===== config.mk =====
export PLATFORM = sky130hd
export DESIGN_NAME = queue_scan_engine
export DESIGN_NICKNAME = d
export VERILOG_FILES = /design/src/rtl/queue_scan_engine.sv
export SDC_FILE = /design/constraint.sdc
export NUM_CORES = 1
export LEC_CHECK = 0
export CAP_MARGIN = 40
export CELL_PAD_IN_SITES_DETAIL_PLACEMENT = 0
export CELL_PAD_IN_SITES_GLOBAL_PLACEMENT = 2
export CORE_MARGIN = 5
export CORE_UTILIZATION = 30
export CTS_BUF_LIST = sky130_fd_sc_hd__clkbuf_16
export DETAILED_ROUTE_END_ITERATION = 10
export PLACE_DENSITY_LB_ADDON = 0.1
export REMOVE_ABC_BUFFERS = 1
export SLEW_MARGIN = 10
export SYNTH_ARGS = -nofsm -noshare
export SYNTH_HDL_FRONTEND = slang
export SYNTH_SLANG_ARGS = --single-unit

===== constraint.sdc =====
create_clock -name clk -period 5.68 [get_ports clk]
set_input_delay 0.852 -clock clk [delete_from_list [all_inputs] [get_ports clk]]
set_output_delay 0.852 -clock clk [all_outputs]
set_load 0.01 [all_outputs]

===== src/rtl/queue_scan_engine.sv =====
// Pipelined open-list scan engine: one RAM read per cycle, with min-cost, free-slot and
// node-lookup searches selected by mode. RAM read data arrives one cycle after the address.
module queue_scan_engine #(
    parameter int unsigned DEPTH      = 100,
    parameter int unsigned ADDR_W     = 7,
    parameter int unsigned ID_W       = 16,
    parameter int unsigned COST_W     = 16,
    parameter int unsigned EMPTY_ID   = 0,
    parameter int unsigned REMOVED_ID = 800
) (
    input  logic              clk,
    input  logic              reset,
    input  logic              start,
    input  logic [1:0]        mode,
    input  logic [ID_W-1:0]   key_id,
    output logic              rd_en,
    output logic [ADDR_W-1:0] rd_addr,
    input  logic [ID_W-1:0]   rd_id,
    input  logic [COST_W-1:0] rd_cost,
    output logic              busy,
    output logic              done,
    output logic              found,
    output logic [ADDR_W-1:0] result_addr,
    output logic [ID_W-1:0]   result_id,
    output logic [COST_W-1:0] result_cost
);

    localparam logic [1:0] ST_IDLE  = 2'd0;
    localparam logic [1:0] ST_SCAN  = 2'd1;
    localparam logic [1:0] ST_DRAIN = 2'd2;
    localparam logic [1:0] ST_DONE  = 2'd3;

    localparam logic [1:0] MODE_MIN  = 2'b00;
    localparam logic [1:0] MODE_FREE = 2'b01;
    localparam logic [1:0] MODE_FIND = 2'b10;

    localparam logic [ID_W-1:0]   EMPTY_C   = ID_W'(EMPTY_ID);
    localparam logic [ID_W-1:0]   REMOVED_C = ID_W'(REMOVED_ID);
    localparam logic [ADDR_W-1:0] LAST_ADDR = ADDR_W'(DEPTH - 1);
    localparam logic [ADDR_W-1:0] ZERO_ADDR = {ADDR_W{1'b0}};
    localparam logic [COST_W-1:0] COST_ONES = {COST_W{1'b1}};

    logic [1:0]        state_r, state_s;
    logic [1:0]        mode_r, mode_s;
    logic [ID_W-1:0]   key_r, key_s;
    logic              rd_en_r, rd_en_s;
    logic [ADDR_W-1:0] rd_addr_r, rd_addr_s;
    logic              eval_valid_r, eval_valid_s;
    logic [ADDR_W-1:0] eval_tag_r, eval_tag_s;
    logic              busy_r, busy_s;
    logic              done_r, done_s;
    logic              found_r, found_s;
    logic [ADDR_W-1:0] res_addr_r, res_addr_s;
    logic [ID_W-1:0]   res_id_r, res_id_s;
    logic [COST_W-1:0] res_cost_r, res_cost_s;

    logic is_empty_s, is_removed_s, is_last_s;
    logic take_s, stop_s, hit_s, end_s;

    // Requests that can never match skip the scan entirely.
    function automatic logic direct_miss(input logic [1:0] m, input logic [ID_W-1:0] k);
        logic bad_key;
        bad_key = (k == EMPTY_C) || (k == REMOVED_C);
        return (m == 2'b11) || ((m == MODE_FIND) && bad_key);
    endfunction

    // Evaluate the entry whose data is on the read port this cycle.
    always_comb begin
        is_empty_s   = (rd_id == EMPTY_C);
        is_removed_s = (rd_id == REMOVED_C);
        is_last_s    = (eval_tag_r == LAST_ADDR);
        case (mode_r)
            MODE_MIN: begin
                take_s = !is_empty_s && !is_removed_s && (!found_r || (rd_cost < res_cost_r));
                stop_s = is_empty_s || is_last_s;
            end
            MODE_FREE: begin
                take_s = is_empty_s || is_removed_s;
                stop_s = take_s || is_last_s;
            end
            MODE_FIND: begin
                take_s = (rd_id == key_r);
                stop_s = take_s || is_empty_s || is_last_s;
            end
            default: begin
                take_s = 1'b0;
                stop_s = 1'b1;
            end
        endcase
        hit_s = eval_valid_r && take_s;
        end_s = eval_valid_r && stop_s;
    end

    // Next-state, issue pipeline and result capture.
    always_comb begin
        state_s      = state_r;
        mode_s       = mode_r;
        key_s        = key_r;
        rd_en_s      = rd_en_r;
        rd_addr_s    = rd_addr_r;
        eval_valid_s = 1'b0;
        eval_tag_s   = eval_tag_r;
        busy_s       = busy_r;
        done_s       = 1'b0;
        found_s      = found_r;
        res_addr_s   = res_addr_r;
        res_id_s     = res_id_r;
        res_cost_s   = res_cost_r;

        if (((state_r == ST_SCAN) || (state_r == ST_DRAIN)) && hit_s) begin
            found_s    = 1'b1;
            res_addr_s = eval_tag_r;
            res_id_s   = rd_id;
            res_cost_s = rd_cost;
        end else begin
            found_s = found_r;
        end

        case (state_r)
            ST_IDLE: begin
                if (start) begin
                    mode_s     = mode;
                    key_s      = key_id;
                    busy_s     = 1'b1;
                    found_s    = 1'b0;
                    res_addr_s = ZERO_ADDR;
                    res_id_s   = EMPTY_C;
                    res_cost_s = COST_ONES;
                    rd_addr_s  = ZERO_ADDR;
                    if (direct_miss(mode, key_id)) begin
                        state_s = ST_DRAIN;
                        rd_en_s = 1'b0;
                    end else begin
                        state_s = ST_SCAN;
                        rd_en_s = 1'b1;
                    end
                end else begin
                    state_s = ST_IDLE;
                end
            end
            ST_SCAN: begin
                if (end_s) begin
                    // Any read already in flight is simply never evaluated.
                    state_s = ST_DONE;
                    rd_en_s = 1'b0;
                    busy_s  = 1'b0;
                    done_s  = 1'b1;
                end else if (rd_addr_r == LAST_ADDR) begin
                    state_s      = ST_DRAIN;
                    rd_en_s      = 1'b0;
                    eval_valid_s = 1'b1;
                    eval_tag_s   = rd_addr_r;
                end else begin
                    rd_addr_s    = rd_addr_r + ADDR_W'(1'b1);
                    eval_valid_s = 1'b1;
                    eval_tag_s   = rd_addr_r;
                end
            end
            ST_DRAIN: begin
                state_s = ST_DONE;
                rd_en_s = 1'b0;
                busy_s  = 1'b0;
                done_s  = 1'b1;
            end
            ST_DONE: begin
                state_s = ST_IDLE;
            end
            default: begin
                state_s = ST_IDLE;
                rd_en_s = 1'b0;
                busy_s  = 1'b0;
            end
        endcase
    end

    // Register state and every output.
    always_ff @(posedge clk) begin
        if (reset) begin
            state_r      <= ST_IDLE;
            mode_r       <= 2'b00;
            key_r        <= {ID_W{1'b0}};
            rd_en_r      <= 1'b0;
            rd_addr_r    <= ZERO_ADDR;
            eval_valid_r <= 1'b0;
            eval_tag_r   <= ZERO_ADDR;
            busy_r       <= 1'b0;
            done_r       <= 1'b0;
            found_r      <= 1'b0;
            res_addr_r   <= ZERO_ADDR;
            res_id_r     <= EMPTY_C;
            res_cost_r   <= COST_ONES;
        end else begin
            state_r      <= state_s;
            mode_r       <= mode_s;
            key_r        <= key_s;
            rd_en_r      <= rd_en_s;
            rd_addr_r    <= rd_addr_s;
            eval_valid_r <= eval_valid_s;
            eval_tag_r   <= eval_tag_s;
            busy_r       <= busy_s;
            done_r       <= done_s;
            found_r      <= found_s;
            res_addr_r   <= res_addr_s;
            res_id_r     <= res_id_s;
            res_cost_r   <= res_cost_s;
        end
    end

    assign rd_en       = rd_en_r;
    assign rd_addr     = rd_addr_r;
    assign busy        = busy_r;
    assign done        = done_r;
    assign found       = found_r;
    assign result_addr = res_addr_r;
    assign result_id   = res_id_r;
    assign result_cost = res_cost_r;

endmodule


==> results.yml, run 1 <==
cts:
  cts.htree.levels: 3
  insertion_delay_ns: 0.34
  ctsResizeCount: 0
  tritoncts_clock_tree: "yes"
  clock_tree.root_cell: "sky130_fd_sc_hd__clkbuf_16"
  tritoncts.num_buffers: 9
  clk_slew_on_worst_s_h_paths_ns: 0.06
  cts_hold_buf: 0
  cts_num_sinks: 78
  post-cts-setup-buffer-count: 0
  clk_path_buf_depth: 2
place:
  placement.setup.worst_slack_ns: 1.91
  place.gp.congestion: 0.778
  place_hpwl_mm: 8.42
  port_buffers: 102
route:
  post-route-drc-count: 0
  dr_total_vias: 3691
  wl_per_cell_um: 15.3
  post_drt_via_cell_ratio: 4.89
  detail_route.first_pass.iterations: 5
  drt.antenna.violating_nets: 0
  drt-initial-drc-count: 209
  wirelength_mm: 11.6
sta:
  timing.final.ws_setup_ns: 2.31
  max_clock_freq_mhz: 297
  rsz_0062_raised_after_global_routing: "no"
  tightest_slew_ns: 0.814
  setup_tns_ns: 0
  setup_violations: 0
  worst_clock_skew_ns: 0.00610
  period_minus_slack_ns: 3.37
  hold_violations: 0
  report.final.slew_viol_count: 0
  final.period_utilization: 0.593
  timing.max_slew.rel_slack: 0.457
  worst_hold_slack_ns: 0.462
power:
  p_per_area_mw_per_mm2: 247
  leakage_nw: 2.10
  peakVddDrop_v: 0.000145
  p_sw_mw: 0.363
  pwr-share-comb: 0.176
  p_total_mw: 1.31
  power.share.sequential: 0.444
  internal_power_mw: 0.949
  switching_share: 0.277
  pwr-share-clk: 0.380
hold_path:
  origin_of_the_worst_min_delay_path: "rd_en"
  worst_hold_path.num_cells: 2
  hold_end: "rd_en"
  worstHoldPathType: "reg2reg"
worst_setup_path:
  startpoint_type: "primary input"
  setup.worst_path.start: "rd_cost[2]"
  ff2ff_setup_slack_ns: 2.91
  timing.rr.end: "result_id[1]"
  critical_path.max_stage_delay_ns: 0.69
  worst_r2r_startpoint: "result_cost[2]"
  timing.setup.critical_path_class: "in2reg"
  critPathArrivalTime_ns: 3.64
  end_kind: "flop"
  critical_path.most_common_cell: "sky130_fd_sc_hd__a21oi_1"
  timing.critical_path.cells: "clkdlybuf4s50_1 -> ha_1 -> a211oi_1 -> o21ai_0 -> a21oi_1 -> a21boi_0 -> o21ai_2 -> buf_4 -> nand3_1 -> a21oi_1"
  cpMaxStageDelayCell: "sky130_fd_sc_hd__o21ai_2"
  crit_path_max_fanout: 21
  ff_to_ff_path_depth: 10
  timing.critical_path.required_ns: 5.95
cells_and_area:
  layout-drive-gt1-share: 0.0446
  final_stage_net_count: 659
  insertedDiodeCount: 0
  area_overhead_of_the_layout_relative_to_synthesis_pct: 36.9
yosys:
  yosysWarnings: 0
  postSynthCellCount: 489
  dominantRegCellSynth: "sky130_fd_sc_hd__dfxtp_1"
  synthTopCellsByArea: "sky130_fd_sc_hd__dfxtp_1 (40%), sky130_fd_sc_hd__a21oi_1 (9.4%), sky130_fd_sc_hd__ha_1 (8.4%)"
  synth_top_area_share: 0.403
  synth-edff-count: 0
  seq_area_frac_synth: 0.403
  syn_avg_cell_area_um2: 7.93
  synth_seq_cells: 78
  post-synth-top-area-cell: "sky130_fd_sc_hd__dfxtp_1"
  yosys.cell_types.count: 41
  syn_std_cell_area_mm2: 0.00388
  synthArstFlopShare: 0
global_routing:
  globalRouteTotalUtil: 0.155
  grt_max_degree: 41
  grt_first_pass_wirelength_mm: 18.5
  grt-ovfl-total: 0
  grt_pass1_vias: 3527
  antenna_violations_before_repair: 0
floorplan:
  design.portCount: 103
  floorplan.initialDensity: 0.306
  fp.dieH_um: 124
  coreArea_mm2: 0.0127
  rows: 41
  dieArea_mm2: 0.0153
  chipWidth_um: 124
run:
  max_cap_viol_count: 0
run_status:
  run_status: "complete, no violations"
-- per-stage QoR --
step | area (um^2) | instances | util
6_report | 5310 | 755 | 0.419
5_1_grt | 5310 | 755 | 0.419
4_1_cts | 5310 | 755 | 0.419
3_5_place_dp | 5060 | 741 | 0.400
3_3_place_gp | 5040 | 739 | 0.398
2_1_floorplan | 3750 | 459 | -
-- worst max-delay path: cells and delay by family --
kind	cells	cell delay [ns]
AND/OR/NAND/NOR	1	0.11
buffers and inverters	2	0.83
AO/OA/AOI/OAI	6	1.51
adder cells (fa/ha/maj)	1	0.32
-- placed cells by master, fill, tap and decap left out, types with 3 or more instances in the layout --
cell                              Yosys  routed
sky130_fd_sc_hd__nand4_1              6       6
sky130_fd_sc_hd__nor4_1               5       5
sky130_fd_sc_hd__or3_1                7       7
sky130_fd_sc_hd__nand3_1             30      30
sky130_fd_sc_hd__dfxtp_1             78      78
sky130_fd_sc_hd__xnor2_1             12      12
sky130_fd_sc_hd__and2_1               3       3
sky130_fd_sc_hd__clkdlybuf4s50_1      0     102
sky130_fd_sc_hd__o21ai_0             50      50
sky130_fd_sc_hd__inv_1               25      27
sky130_fd_sc_hd__nor2b_1              3       3
sky130_fd_sc_hd__nand2_1             55      55
sky130_fd_sc_hd__buf_4                1       7
sky130_fd_sc_hd__ha_1                26      26
sky130_fd_sc_hd__nor2_1              22      22
sky130_fd_sc_hd__clkbuf_16            0       9
sky130_fd_sc_hd__mux2i_1              8       8
sky130_fd_sc_hd__nor3_1              24      23
sky130_fd_sc_hd__xor2_1               4       4
sky130_fd_sc_hd__a21oi_1             73      73
-- flip-flops by register name, summed over array words and instances (netlist names) --
| name | cells |
|---|---|
| key_r | 16 |
| busy | 1 |
| found | 1 |
| done | 1 |
| rd_addr | 7 |
| eval_valid_r | 1 |
| rd_en | 1 |
| result_addr | 7 |
| eval_tag_r | 7 |
| state_r | 2 |
| result_id | 16 |
| mode_r | 2 |
| result_cost | 16 |
-- layout make-up --
class / count / area, um^2
fillers: 1315 / 7360
multi-input cells: 356 / 2100
repair buffers: 110 / 1090
well taps: 172 / 215
clock buffers: 9 / 225
clock inverters: 5 / 21.3
inverters: 25 / 93.8
flip-flops and latches: 78 / 1560
-- Yosys cell counts, drive strengths merged, types with 4 or more instances --
library cell   n
nand2         55
buf            4
nor3          24
xnor2         12
ha            26
nand4          6
xor2           4
nor2          22
nand3         30
a21oi         73
mux2i          8
dfxtp         78
clkbuf        26
nor4           5
inv           25
or3            7
o21ai         51
-- how the worst max path moves through the flow --
stage / to / slack, ns / cells past startpoint
4_1_cts: result_cost[13] / 2.26 / 10
3_3_place_gp: result_id[12] / 1.98 / 10
2_1_floorplan: result_addr[0] / 2.27 / 8
5_1_grt: result_cost[8] / 2.01 / 10
3_5_place_dp: result_cost[13] / 1.91 / 10
6_report: result_id[1] / 2.31 / 10
-- power groups by stage --
| stage | registers (mW) | logic, mW | clock network (mW) |
|---|---|---|---|
| finish | 0.583 | 0.231 | 0.498 |
| floorplan | 0.593 | 0.119 | 0 |
| global placement | 0.595 | 0.231 | 0 |
| global route | 0.585 | 0.258 | 0.539 |
| CTS | 0.583 | 0.235 | 0.519 |
| detailed placement | 0.595 | 0.234 | 0 |
-- routing by layer --
| layer | vias up | GRT usage | wire (um) |
|---|---|---|---|
| met5 | - | 0 | 0 |
| met4 | 0 | 0.0457 | 109 |
| met3 | 8 | 0.0441 | 587 |
| met2 | 85 | 0.241 | 5400 |
| met1 | 1704 | 0.208 | 5490 |
| li1 | 1894 | - | - |
-- kinds of logic (layout without fill, tap and decap cells) --
kind of cell	count (synthesis)	in the layout	synth area share
flip-flops	78	78	0.403
adder cells (fa/ha/maj)	26	26	0.0839
multiplexers	8	8	0.0207
XOR/XNOR	16	16	0.0361
AND/OR/NAND/NOR	166	166	0.205
AO/OA/AOI/OAI	140	140	0.195
buffers and inverters	55	149	0.0568
(Power assumes the default switching activity.)
==> run 2: changes to the inputs <==
CORE_UTILIZATION = 27   (was 30)
clock period = 3.4 ns   (was 5.68 ns; I/O delays follow)
==> results.yml, run 2 (synthesis results as in run 1) <==
run_status:
  run_status: "complete, no violations"
worst_setup_path:
  startpoint_type: "primary input"
  end_kind: "flop"
  critPathArrivalTime_ns: 2.75
  critical_path_stages: 9
  timing.setup.critical_path_class: "in2reg"
  cp_num_buf_inv: 2
  largest_delay_share_family_worst_path: "simple AND/OR/NAND/NOR gates"
  ff_to_ff_path_depth: 8
  cpMaxStageDelayCell: "sky130_fd_sc_hd__clkdlybuf4s50_1"
  critical_path.max_stage_delay_ns: 0.50
  timing.critical_path.required_ns: 3.61
  crit_path_max_fanout: 7
  ff2ff_setup_slack_ns: 1.03
  timing.critical_path.cells: "clkdlybuf4s50_1 -> nor4_1 -> and4_4 -> and3_1 -> a221oi_2 -> o21ai_0 -> buf_4 -> mux2i_1 -> nor2_1"
power:
  p_per_area_mw_per_mm2: 427
  p_total_mw: 2.30
  peakVddDrop_v: 0.000193
  leakage_nw: 2.13
floorplan:
  design.portCount: 103
  chipWidth_um: 130
  coreArea_mm2: 0.0140
  fp.dieH_um: 130
  rows: 43
  floorplan.initialDensity: 0.277
  dieArea_mm2: 0.0169
sta:
  tightest_slew_ns: 0.440
  worst_clock_skew_ns: 0.00607
  report.final.slew_viol_count: 0
  hold_violations: 0
  setup_tns_ns: 0
  rsz_0062_raised_after_global_routing: "no"
  final.period_utilization: 0.747
  timing.max_slew.rel_slack: 0.707
  setup_violations: 0
  period_minus_slack_ns: 2.54
  max_clock_freq_mhz: 394
global_routing:
  grt_first_pass_wirelength_mm: 18.8
  antenna_violations_before_repair: 0
  globalRouteTotalUtil: 0.141
  grt-ovfl-total: 0
  grt_max_degree: 41
  grt_pass1_vias: 3629
cts:
  clk_path_buf_depth: 2
  clock_tree.root_cell: "sky130_fd_sc_hd__clkbuf_16"
  ctsResizeCount: 0
  tritoncts.num_buffers: 9
  cts.htree.levels: 3
  cts_hold_buf: 0
  clk_slew_on_worst_s_h_paths_ns: 0.06
  insertion_delay_ns: 0.34
  cts_num_sinks: 78
  post-cts-setup-buffer-count: 0
  tritoncts_clock_tree: "yes"
cells_and_area:
  area_overhead_of_the_layout_relative_to_synthesis_pct: 39.0
  mostFrequentLayoutCell: "sky130_fd_sc_hd__clkdlybuf4s50_1"
  postLayoutCellArea_mm2: 0.00539
  layout-drive-gt1-share: 0.0558
  insertedDiodeCount: 0
  final_stage_net_count: 665
  instances_no_fill: 771
  mostFrequentLayoutCells: "sky130_fd_sc_hd__clkdlybuf4s50_1 (102), sky130_fd_sc_hd__dfxtp_1 (78), sky130_fd_sc_hd__a21oi_1 (73)"
hold_path:
  worst_hold_path.num_cells: 2
  worstHoldPathType: "reg2reg"
route:
  wl_per_cell_um: 15.3
  post_drt_via_cell_ratio: 4.88
  post-route-drc-count: 0
  dr_total_vias: 3760
  drt.antenna.violating_nets: 0
  wirelength_mm: 11.8
  drt-initial-drc-count: 180
  detail_route.first_pass.iterations: 4
place:
  place.gp.congestion: 0.781
  placed_cells: 755
  place_hpwl_mm: 8.71
  place_area_mm2: 0.00511
  port_buffers: 102
run:
  max_cap_viol_count: 0
-- run 2: cell count changes in the layout (fill, tap and decap cells not counted) --
cell                        change
sky130_fd_sc_hd__clkinv_1       +3
sky130_fd_sc_hd__buf_8          -1
sky130_fd_sc_hd__inv_1          -2
sky130_fd_sc_hd__buf_4          +7
sky130_fd_sc_hd__bufinv_16      +1
-- run 2: cell type report --
class	count	area (um^2)
Clock buffer	9	225
Clock inverter	7	55.1
Fill cell	1482	8600
Inverter	25	93.8
Multi-Input combinational cell	356	2100
Sequential cell	78	1560
Tap cell	180	225
Timing Repair Buffer	116	1130
-- run 2: metrics by stage --
| stage | hold WS [ns] | util | setup slack (ns) |
|---|---|---|---|
| final | 0.470 | 0.385 | 0.860 |
| after detailed placement | 0.463 | 0.365 | 0.505 |
| after global placement | 0.458 | 0.365 | 0.487 |
| after global routing | 0.485 | 0.385 | 0.641 |
| after CTS | 0.471 | 0.385 | 0.860 |
| after floorplan | 0.442 | - | 0.117 |
-- run 2: per-layer routing --
layer / track usage / wire length (um) / up-vias
met3: 0.0246 / 592 / 13
met5: 0 / 0 / -
met1: 0.195 / 5590 / 1746
li1: - / - / 1909
met4: 0.0501 / 165 / 0
met2: 0.221 / 5470 / 92
-- run 2: power by group --
group / internal, mW / switching, mW
Clock: 0.556 / 0.371
Sequential: 0.947 / 0.0268
Combinational: 0.175 / 0.226
-- run 2: path summary, 6_finish.rpt --
check,start,endpoint
worst max-delay path,rd_id[1],eval_tag_r[5]
worst min-delay path,key_r[10],key_r[10]
worst max register to register,mode_r[0],rd_addr[4]
worst min register to register,key_r[10],key_r[10]
-- run 2: worst min-delay path: cells and delay by family, from the launching register on --
kind	cells	cell delay (ns)
compound gates	1	0.05
simple gates	1	0.05
flops	1	0.32
